[config.mk]
export PLATFORM = sky130hd
export DESIGN_NAME = reg_file_sequencer_flat
export DESIGN_NICKNAME = d
export VERILOG_FILES = /design/src/rtl/reg_file_sequencer_if.sv /design/src/rtl/reg_file_sequencer.sv /design/src/flat_wrapper.sv
export SDC_FILE = /design/constraint.sdc
export NUM_CORES = 1
export LEC_CHECK = 0
export BUFFER_PORTS_ARGS = -buffer_cell sky130_fd_sc_hd__buf_2
export CAP_MARGIN = 10
export CORE_ASPECT_RATIO = 0.7
export CORE_MARGIN = 2
export CORE_UTILIZATION = 40
export DETAILED_ROUTE_END_ITERATION = 8
export PLACE_DENSITY = 0.63
export SYNTH_ARGS = -nofsm -noshare
export SYNTH_HDL_FRONTEND = slang
export SYNTH_SLANG_ARGS = --single-unit
export TNS_END_PERCENT = 30
[constraint.sdc]
create_clock -name clk -period 7.3 [get_ports clk]
set_input_delay 0 -clock clk [delete_from_list [all_inputs] [get_ports clk]]
set_output_delay 0 -clock clk [all_outputs]
set_load 0.05 [all_outputs]
[src/rtl/reg_file_sequencer_if.sv]
// reg_file_sequencer_if: program-load, debug and register-file command signals of the sequencer
interface reg_file_sequencer_if #(
    parameter int ADDR_W = 4
);
    logic              prog_we;
    logic [ADDR_W-1:0] prog_addr;
    logic [7:0]        prog_data;
    logic              start;
    logic [1:0]        flags_in;
    logic              dbg_req;
    logic              dbg_wr;
    logic [1:0]        dbg_reg;
    logic [7:0]        dbg_wdata;
    logic [7:0]        rd_data;
    logic [7:0]        word;
    logic              reg_on;
    logic [1:0]        read_write;
    logic [1:0]        rw_reg;
    logic [7:0]        wdata;
    logic [1:0]        flags_out;
    logic [ADDR_W-1:0] pc;
    logic              busy;
    logic              done;
    logic              dbg_ack;
    logic [7:0]        dbg_data;

    modport master (
        input  prog_we, prog_addr, prog_data, start, flags_in,
               dbg_req, dbg_wr, dbg_reg, dbg_wdata, rd_data,
        output word, reg_on, read_write, rw_reg, wdata, flags_out,
               pc, busy, done, dbg_ack, dbg_data
    );

    modport slave (
        output prog_we, prog_addr, prog_data, start, flags_in,
               dbg_req, dbg_wr, dbg_reg, dbg_wdata, rd_data,
        input  word, reg_on, read_write, rw_reg, wdata, flags_out,
               pc, busy, done, dbg_ack, dbg_data
    );
endinterface

[src/rtl/reg_file_sequencer.sv]
// reg_file_sequencer: issues program words or a single debug access to the register file
module reg_file_sequencer #(
    parameter int PROG_DEPTH = 16,
    parameter int ADDR_W     = 4
) (
    input  logic                 clk,
    input  logic                 rst,
    reg_file_sequencer_if.master bus
);
    typedef enum logic [1:0] {IDLE, SETUP, STROBE, HOLD} state_t;

    state_t            r_state, w_state;
    logic [7:0]        r_mem [PROG_DEPTH];
    logic              r_dbg, w_dbg;
    logic [7:0]        r_word, w_word;
    logic              r_reg_on, w_reg_on;
    logic [1:0]        r_rw, w_rw;
    logic [1:0]        r_rw_reg, w_rw_reg;
    logic [7:0]        r_wdata, w_wdata;
    logic [1:0]        r_flags, w_flags;
    logic [ADDR_W-1:0] r_pc, w_pc;
    logic              r_done, w_done;
    logic              r_ack, w_ack;
    logic [7:0]        r_dbg_data, w_dbg_data;
    logic [ADDR_W-1:0] w_pc_inc;
    logic              w_last;

    assign w_pc_inc = r_pc + 1'b1;
    // End-of-memory test comes first so the wrapped pc+1 read is never used
    assign w_last   = (r_pc == ADDR_W'(PROG_DEPTH - 1)) || (r_mem[w_pc_inc] == 8'hFF);

    always_ff @(posedge clk)
        if (bus.prog_we && r_state == IDLE)
            r_mem[bus.prog_addr] <= bus.prog_data;

    always_comb begin
        w_state    = r_state;
        w_dbg      = r_dbg;
        w_word     = r_word;
        w_reg_on   = 1'b0;
        w_rw       = r_rw;
        w_rw_reg   = r_rw_reg;
        w_wdata    = r_wdata;
        w_flags    = r_flags;
        w_pc       = r_pc;
        w_done     = 1'b0;
        w_ack      = 1'b0;
        w_dbg_data = r_dbg_data;
        case (r_state)
            IDLE: begin
                if (bus.start) begin
                    if (r_mem[0] == 8'hFF) begin
                        w_done = 1'b1;
                    end else begin
                        w_state = SETUP;
                        w_dbg   = 1'b0;
                        w_pc    = '0;
                        w_word  = r_mem[0];
                        w_rw    = 2'b00;
                        w_flags = bus.flags_in;
                    end
                end else if (bus.dbg_req && !r_ack) begin
                    // the requester still holds dbg_req during the ack cycle
                    w_state  = SETUP;
                    w_dbg    = 1'b1;
                    w_word   = 8'hF0;
                    w_rw_reg = bus.dbg_reg;
                    w_rw     = bus.dbg_wr ? 2'b01 : 2'b10;
                    w_wdata  = bus.dbg_wdata;
                end
            end
            SETUP: begin
                w_state  = STROBE;
                w_reg_on = 1'b1;
            end
            STROBE: w_state = HOLD;
            HOLD: begin
                if (r_dbg) begin
                    w_dbg_data = (r_rw == 2'b10) ? bus.rd_data : r_dbg_data;
                    w_ack      = 1'b1;
                    w_rw       = 2'b00;
                    w_state    = IDLE;
                end else if (w_last) begin
                    w_done  = 1'b1;
                    w_state = IDLE;
                end else begin
                    w_pc    = w_pc_inc;
                    w_word  = r_mem[w_pc_inc];
                    w_flags = bus.flags_in;
                    w_state = SETUP;
                end
            end
            default: w_state = IDLE;
        endcase
    end

    always_ff @(posedge clk) begin
        if (rst) begin
            r_state    <= IDLE;
            r_dbg      <= 1'b0;
            r_word     <= '0;
            r_reg_on   <= 1'b0;
            r_rw       <= '0;
            r_rw_reg   <= '0;
            r_wdata    <= '0;
            r_flags    <= '0;
            r_pc       <= '0;
            r_done     <= 1'b0;
            r_ack      <= 1'b0;
            r_dbg_data <= '0;
        end else begin
            r_state    <= w_state;
            r_dbg      <= w_dbg;
            r_word     <= w_word;
            r_reg_on   <= w_reg_on;
            r_rw       <= w_rw;
            r_rw_reg   <= w_rw_reg;
            r_wdata    <= w_wdata;
            r_flags    <= w_flags;
            r_pc       <= w_pc;
            r_done     <= w_done;
            r_ack      <= w_ack;
            r_dbg_data <= w_dbg_data;
        end
    end

    assign bus.word       = r_word;
    assign bus.reg_on     = r_reg_on;
    assign bus.read_write = r_rw;
    assign bus.rw_reg     = r_rw_reg;
    assign bus.wdata      = r_wdata;
    assign bus.flags_out  = r_flags;
    assign bus.pc         = r_pc;
    assign bus.busy       = (r_state != IDLE);
    assign bus.done       = r_done;
    assign bus.dbg_ack    = r_ack;
    assign bus.dbg_data   = r_dbg_data;
endmodule

[src/flat_wrapper.sv]
// flat-port wrapper written by rule: the top's interface ports become plain ports
module reg_file_sequencer_flat 
#(
    parameter int PROG_DEPTH = 16,
    parameter int ADDR_W     = 4
)
  (clk, rst, bus_prog_we, bus_prog_addr, bus_prog_data, bus_start, bus_flags_in, bus_dbg_req, bus_dbg_wr, bus_dbg_reg, bus_dbg_wdata, bus_rd_data, bus_word, bus_reg_on, bus_read_write, bus_rw_reg, bus_wdata, bus_flags_out, bus_pc, bus_busy, bus_done, bus_dbg_ack, bus_dbg_data);
  reg_file_sequencer_if #(.ADDR_W(ADDR_W)) bus_i ();
  input  logic clk;
  input  logic rst;
  input wire logic [$bits(bus_i.prog_we)-1:0] bus_prog_we;
  input wire logic [$bits(bus_i.prog_addr)-1:0] bus_prog_addr;
  input wire logic [$bits(bus_i.prog_data)-1:0] bus_prog_data;
  input wire logic [$bits(bus_i.start)-1:0] bus_start;
  input wire logic [$bits(bus_i.flags_in)-1:0] bus_flags_in;
  input wire logic [$bits(bus_i.dbg_req)-1:0] bus_dbg_req;
  input wire logic [$bits(bus_i.dbg_wr)-1:0] bus_dbg_wr;
  input wire logic [$bits(bus_i.dbg_reg)-1:0] bus_dbg_reg;
  input wire logic [$bits(bus_i.dbg_wdata)-1:0] bus_dbg_wdata;
  input wire logic [$bits(bus_i.rd_data)-1:0] bus_rd_data;
  output wire logic [$bits(bus_i.word)-1:0] bus_word;
  output wire logic [$bits(bus_i.reg_on)-1:0] bus_reg_on;
  output wire logic [$bits(bus_i.read_write)-1:0] bus_read_write;
  output wire logic [$bits(bus_i.rw_reg)-1:0] bus_rw_reg;
  output wire logic [$bits(bus_i.wdata)-1:0] bus_wdata;
  output wire logic [$bits(bus_i.flags_out)-1:0] bus_flags_out;
  output wire logic [$bits(bus_i.pc)-1:0] bus_pc;
  output wire logic [$bits(bus_i.busy)-1:0] bus_busy;
  output wire logic [$bits(bus_i.done)-1:0] bus_done;
  output wire logic [$bits(bus_i.dbg_ack)-1:0] bus_dbg_ack;
  output wire logic [$bits(bus_i.dbg_data)-1:0] bus_dbg_data;
  assign bus_i.prog_we = bus_prog_we;
  assign bus_i.prog_addr = bus_prog_addr;
  assign bus_i.prog_data = bus_prog_data;
  assign bus_i.start = bus_start;
  assign bus_i.flags_in = bus_flags_in;
  assign bus_i.dbg_req = bus_dbg_req;
  assign bus_i.dbg_wr = bus_dbg_wr;
  assign bus_i.dbg_reg = bus_dbg_reg;
  assign bus_i.dbg_wdata = bus_dbg_wdata;
  assign bus_i.rd_data = bus_rd_data;
  assign bus_word = bus_i.word;
  assign bus_reg_on = bus_i.reg_on;
  assign bus_read_write = bus_i.read_write;
  assign bus_rw_reg = bus_i.rw_reg;
  assign bus_wdata = bus_i.wdata;
  assign bus_flags_out = bus_i.flags_out;
  assign bus_pc = bus_i.pc;
  assign bus_busy = bus_i.busy;
  assign bus_done = bus_i.done;
  assign bus_dbg_ack = bus_i.dbg_ack;
  assign bus_dbg_data = bus_i.dbg_data;
  reg_file_sequencer #(.PROG_DEPTH(PROG_DEPTH), .ADDR_W(ADDR_W)) u_core (.clk(clk), .rst(rst), .bus(bus_i));
endmodule
# After elaboration in Yosys (flattened, before gate mapping)
# Memories as Yosys holds them, arrays and structs flattened.
# Index checks and enable logic that the tools add are counted.
# classes
n_addsub	1
n_eq_ne	15
mux	40
bitwise	2
n_reduce_logical	16
# ops
op	n
two-way mux 8 bit	5
two-way mux 2 bit	13
== test 8 bit, second input constant	2
two-way mux 4 bit	4
case mux 8 bit (2 select lines)	1
two-way mux 1 bit	12
!= test 2 bit, second input constant	5
AND reduction 5 bit	2
AND reduction 3 bit	3
case mux 2 bit (2 select lines)	2
case mux 2 bit (4 select lines)	1
case mux 4 bit (2 select lines)	1
== test 2 bit, second input constant	3
!= test 3 bit, second input constant	2
nonzero test 2 bit	3
adder 4 x 1 -> 4 bit, second input constant	1
== test 4 bit, second input constant	1
AND reduction 4 bit	1
== test 2 x 1 -> 1 bit, second input constant	1
logical AND 1 bit	2
logical NOT 2 bit	1
!= test 2 x 1 -> 1 bit, second input constant	1
inverter 1 bit	2
case mux 1 bit (2 select lines)	1
4 further kinds	4
# word_totals
ff_bits	40
ram_bits	128
inputBits	38
output_inout_bits	38
wordCells	87
memories	1
# mem_list
memory	depth	width	read_ports	rd_ports_with_merged_regs	wr	line	rtl
u_core.r_mem	16	8	2	0	1	reg_file_sequencer.sv:13	logic [7:0] r_mem [PROG_DEPTH];

# Logic depth before layout (Yosys ltp)
# An unclocked memory read counts as a cell.
# logic_depth
word_depth	7
depth_mapped	10
mapped_depth_nobuf	7

# Worst setup path before layout
# OpenSTA, ideal clock, no wires.
# synth_path
kind	register -> register
startpoint	reg u_core.r_pc[1] (netlist: u_core.bus.pc[1])
endpoint	reg u_core.r_pc[0] (netlist: u_core.bus.pc[0])
setup_ns	0.093
arrival_time_ns	3.293
t_required_ns	7.207
setup_slack_ns	3.914
stages_incl_launch_ff	10
period_less_slack_ns	3.386
cell_sequence	dfxtp_1 ha_1 xor2_2 buf_6 mux4_2 nor4_4 a21oi_2 or2_4 buf_6 o311ai_2
# synth_via
elab_chain_len	6
elab_cells_between_ends	7
cone_classes	add/sub: 1; eq/ne: 3; reduce/logical: 2; memory: 1
# synth_lines
element	line	rtl
start: declaration	reg_file_sequencer.sv:21	logic [ADDR_W-1:0] r_pc, w_pc;
start signal: assignment	reg_file_sequencer.sv:120	r_pc <= w_pc;
adder 4 x 1 -> 4 bit	reg_file_sequencer.sv:28	assign w_pc_inc = r_pc + 1'b1;
memory (16 x 8 bit)	n/a	
== test 8 bit	reg_file_sequencer.sv:30	assign w_last = (r_pc == ADDR_W'(PROG_DEPTH - 1)) || (r_mem[w_pc_inc] == 8'hFF);
logical OR 1 bit (*)	reg_file_sequencer.sv:30	
!= test 2 bit (no source line) (*)	n/a	
AND reduction 5 bit (no source line) (*)	n/a	
# Mark *: on every way between the ends. The rest lies on a longest branch, timed or not.
# A chain may end at the register's enable or synchronous reset.

# Worst setup path after layout
# layout_path
startpoint	reg u_core.r_pc[0] (netlist: u_core.bus.pc[0])
endpoint	reg u_core.r_flags[0] (netlist: u_core.bus.flags_out[0])
# layout_via
elab_chain_len	6
elab_cells_between_ends	7
cone_classes	add/sub: 1; eq/ne: 3; reduce/logical: 2; memory: 1
# layout_lines
element	line	rtl
adder 4 x 1 -> 4 bit	reg_file_sequencer.sv:28	
memory (16 x 8 bit)	n/a	
== test 8 bit	reg_file_sequencer.sv:30	
logical OR 1 bit (*)	reg_file_sequencer.sv:30	
!= test 2 bit (no source line) (*)	n/a	
AND reduction 5 bit (no source line) (*)	n/a	
end signal: assignment	reg_file_sequencer.sv:119	r_flags <= w_flags;
end: declaration	reg_file_sequencer.sv:20	logic [1:0] r_flags, w_flags;
# Marks and branches as above.

==> flow_metrics.py <==
metrics = {
    "synthesis": {
        "ys.warnings.count": 0,
        "async_flop_share_pct": 0,
        "syn_inst": 511,
        "synth-seq-cells": 168,
        "synth_fp_nets": 554,
        "yosysUniqueCellTypes": 46,
        "syn_area_mm2": 0.00727,
        "synth-seq-area-share_pct": 63.9,
        "ys.flop_type": "edfxtp_1",
        "syn_avg_cell_area_um2": 14.2,
        "synth_edf_count": 128,
    },
    "clock_network": {
        "cts_buffer_depth": 2,
        "numCtsBuffers": 17,
        "insertion_delay_ns": 0.43,
        "cts_setup_buffers": 0,
        "hold_buffers": 26,
        "cts.repair.resized": 0,
        "htree_num_levels": 4,
        "cts_tree": "built",
        "clk_pin_slew_ns": 0.07,
        "clock_sinks": 168,
        "cts-root-buf": "clkbuf_16",
    },
    "setup_path": {
        "critPathKind": "register to register",
        "critPathRequiredTime_ns": 7.63,
        "critPathTopFamily": "adder cells",
        "worst_ep_arrival_time_ns": 4.47,
        "critical_path.max_fanout": 46,
        "start_kind": "register",
        "slowest_delay_ns": 1.11,
        "worst-path-buf-inv": 1,
        "crit_path_cell_trace": "buf_4 -> ha_2 -> mux2i_1 -> mux4_2 -> nor4_4 -> a21oi_2 -> or2_4 -> o311ai_1",
        "critPathCaptureType": "register",
        "cp_slowest_cell": "ha_2",
    },
    "power": {
        "p_leak_uw": 0.00278,
        "power_uw": 2560,
        "power_density_mw_per_mm2": 296,
        "ir_drop_mv": 0.195,
    },
    "drt": {
        "vias_per_cell": 5.51,
        "vias": 4740,
        "final_antenna_net_count": 0,
        "drc": 0,
        "drt-initial-drc-count": 478,
        "routed_wl_mm": 17.1,
        "drtPass1Iterations": 5,
        "wl_per_cell_um": 19.8,
    },
    "finish": {
        "layout-drive-gt1-share_pct": 23.8,
        "final_cell_mix": "edfxtp_1, buf_2, mux2i_1",
        "regArea_mm2": 0.00465,
        "fin_area_mm2": 0.00865,
        "area_delta_synth_final_pct": 19.1,
        "fin_nets": 655,
        "final_common_cell": "edfxtp_1",
        "num-fill-cells": 1511,
        "multi_input_area_mm2": 0.00246,
        "regMostFlops": "u_core.r_mem",
        "antenna_cells": 0,
        "largest_reg_flops": 128,
    },
    "floorplanning": {
        "rows": 41,
        "start_util_pct": 40.6,
        "dieArea_mm2": 0.0193,
        "ios": 76,
        "coreArea_mm2": 0.0179,
        "die_h_um": 117,
        "dieWidth_um": 165,
    },
    "sta": {
        "clock_skew_ns": 0.00864,
        "slew_violations": 0,
        "finalCritPeriodShare_pct": 56.7,
        "clock.fmax_ghz": 0.241,
        "setup_viol": 0,
        "finalSetupTns_ns": 0,
        "rsz0062_at_grt": "no",
        "fin_crit_ns": 4.14,
        "worst_slew_pin_slew_ns": 1.17,
        "slew_headroom_pct": 22.2,
        "hold_viol": 1,
        "holdWs_ns": -0.000492,
    },
    "status": {
        "outcome": "finished, violations left",
        "violations": "hold timing",
    },
    "global_route": {
        "grt_pass1_vias": 4358,
        "grt-ovfl-total": 0,
        "track_usage_pct": 18.1,
        "antenna_found_initial": 0,
        "grt_max_degree": 47,
        "grt_pass1_wl_mm": 25.2,
    },
    "placement": {
        "placed_cell_area_mm2": 0.00786,
        "gp_congestion": 0.839,
        "hpwl_mm": 11.4,
        "port_buffers": 75,
    },
    "min_path": {
        "hold_path_class": "input port to register",
    },
    "flow_run": {
        "maxCapViolCount": 0,
    },
}
[synth_stat cells, drive strengths merged, types with 2 or more instances]
master  instances  area share [%]
dfxtp          40              11
nor2b           3            0.26
nor4b           4            0.48
nand4           3            0.26
nand3          12            0.83
edfxtp        128              53
a21oi          22             1.6
nor4            4            0.76
nor2           25             1.3
buf            14             1.3
mux4           16             5.0
clkbuf         14            0.72
a31oi           2            0.17
nand4b          3            0.36
mux2i          69             9.5
o311ai          9             1.6
a22oi           4            0.41
o211ai         14             1.4
a32oi           9             1.1
nor3            9            0.62
clkinv          2            0.10
mux2            8             1.2
nand2b          6            0.52
ha              5            0.86
o21ai          10            0.69
inv             3            0.15
or3             3            0.26
nor3b           4            0.41
nand2          56             2.9
[layout make-up]
| class | count | share of cell area [%] |
|---|---|---|
| repair buffers | 110 | 8.10 |
| multi-input cells | 310 | 28.5 |
| inverters | 5 | 0.217 |
| clock buffers | 18 | 4.96 |
| clock inverters | 14 | 1.19 |
| well taps | 236 | 3.41 |
| flip-flops and latches | 168 | 53.7 |
[routing by layer]
layer  track usage (%)  part of all wire, %  vias up
met5                 0                    0        -
met4              5.62                  1.2        0
met3              4.62                  7.3       15
met2              26.8                   45      159
met1              26.2                   46     2378
li1                  -                    -     2188
[power by group]
part | internal [µW] | switching, µW | leakage, µW
combinational | 195 | 430 | 0.00104
sequential | 1090 | 37.4 | 0.00148
clock | 436 | 375 | 0.000254
total | 1720 | 842 | 0.00278
[stage by stage]
stage	utilization [%]	std cells	setup slack, ns
CTS	48.3	860	3.11
floorplan	-	511	3.91
global route	48.3	861	2.83
finish	48.3	861	3.16
global placement	43.9	802	3.29
detailed placement	43.9	802	3.12
[cells by family (layout without fill, tap and decap cells)]
logic type	after synthesis	after routing	share of synthesized area, %
DFF	168	168	63.9
and+or+nand+nor	135	135	9.28
muxes	93	93	15.7
AOI/OAI and AO/OA	75	75	7.59
buffers and inverters	33	147	2.31
adders and majority gates	5	5	0.861
xor gates and xnor gates	2	2	0.344
[path summary, 6_finish.rpt]
path	from	endpoint	slack, ns	depth (start not counted)
hold reg to reg	u_core.bus.rw_reg[0]	u_core.bus.rw_reg[0]	0.46	2
setup / recovery	u_core.bus.pc[0]	u_core.bus.flags_out[0]	3.16	8
hold / removal	bus_prog_data[5]	u_core.r_mem[3][5]	-0.0005	1
setup reg to reg	u_core.bus.pc[0]	u_core.bus.flags_out[0]	3.16	8
(Power assumes the default switching activity.)
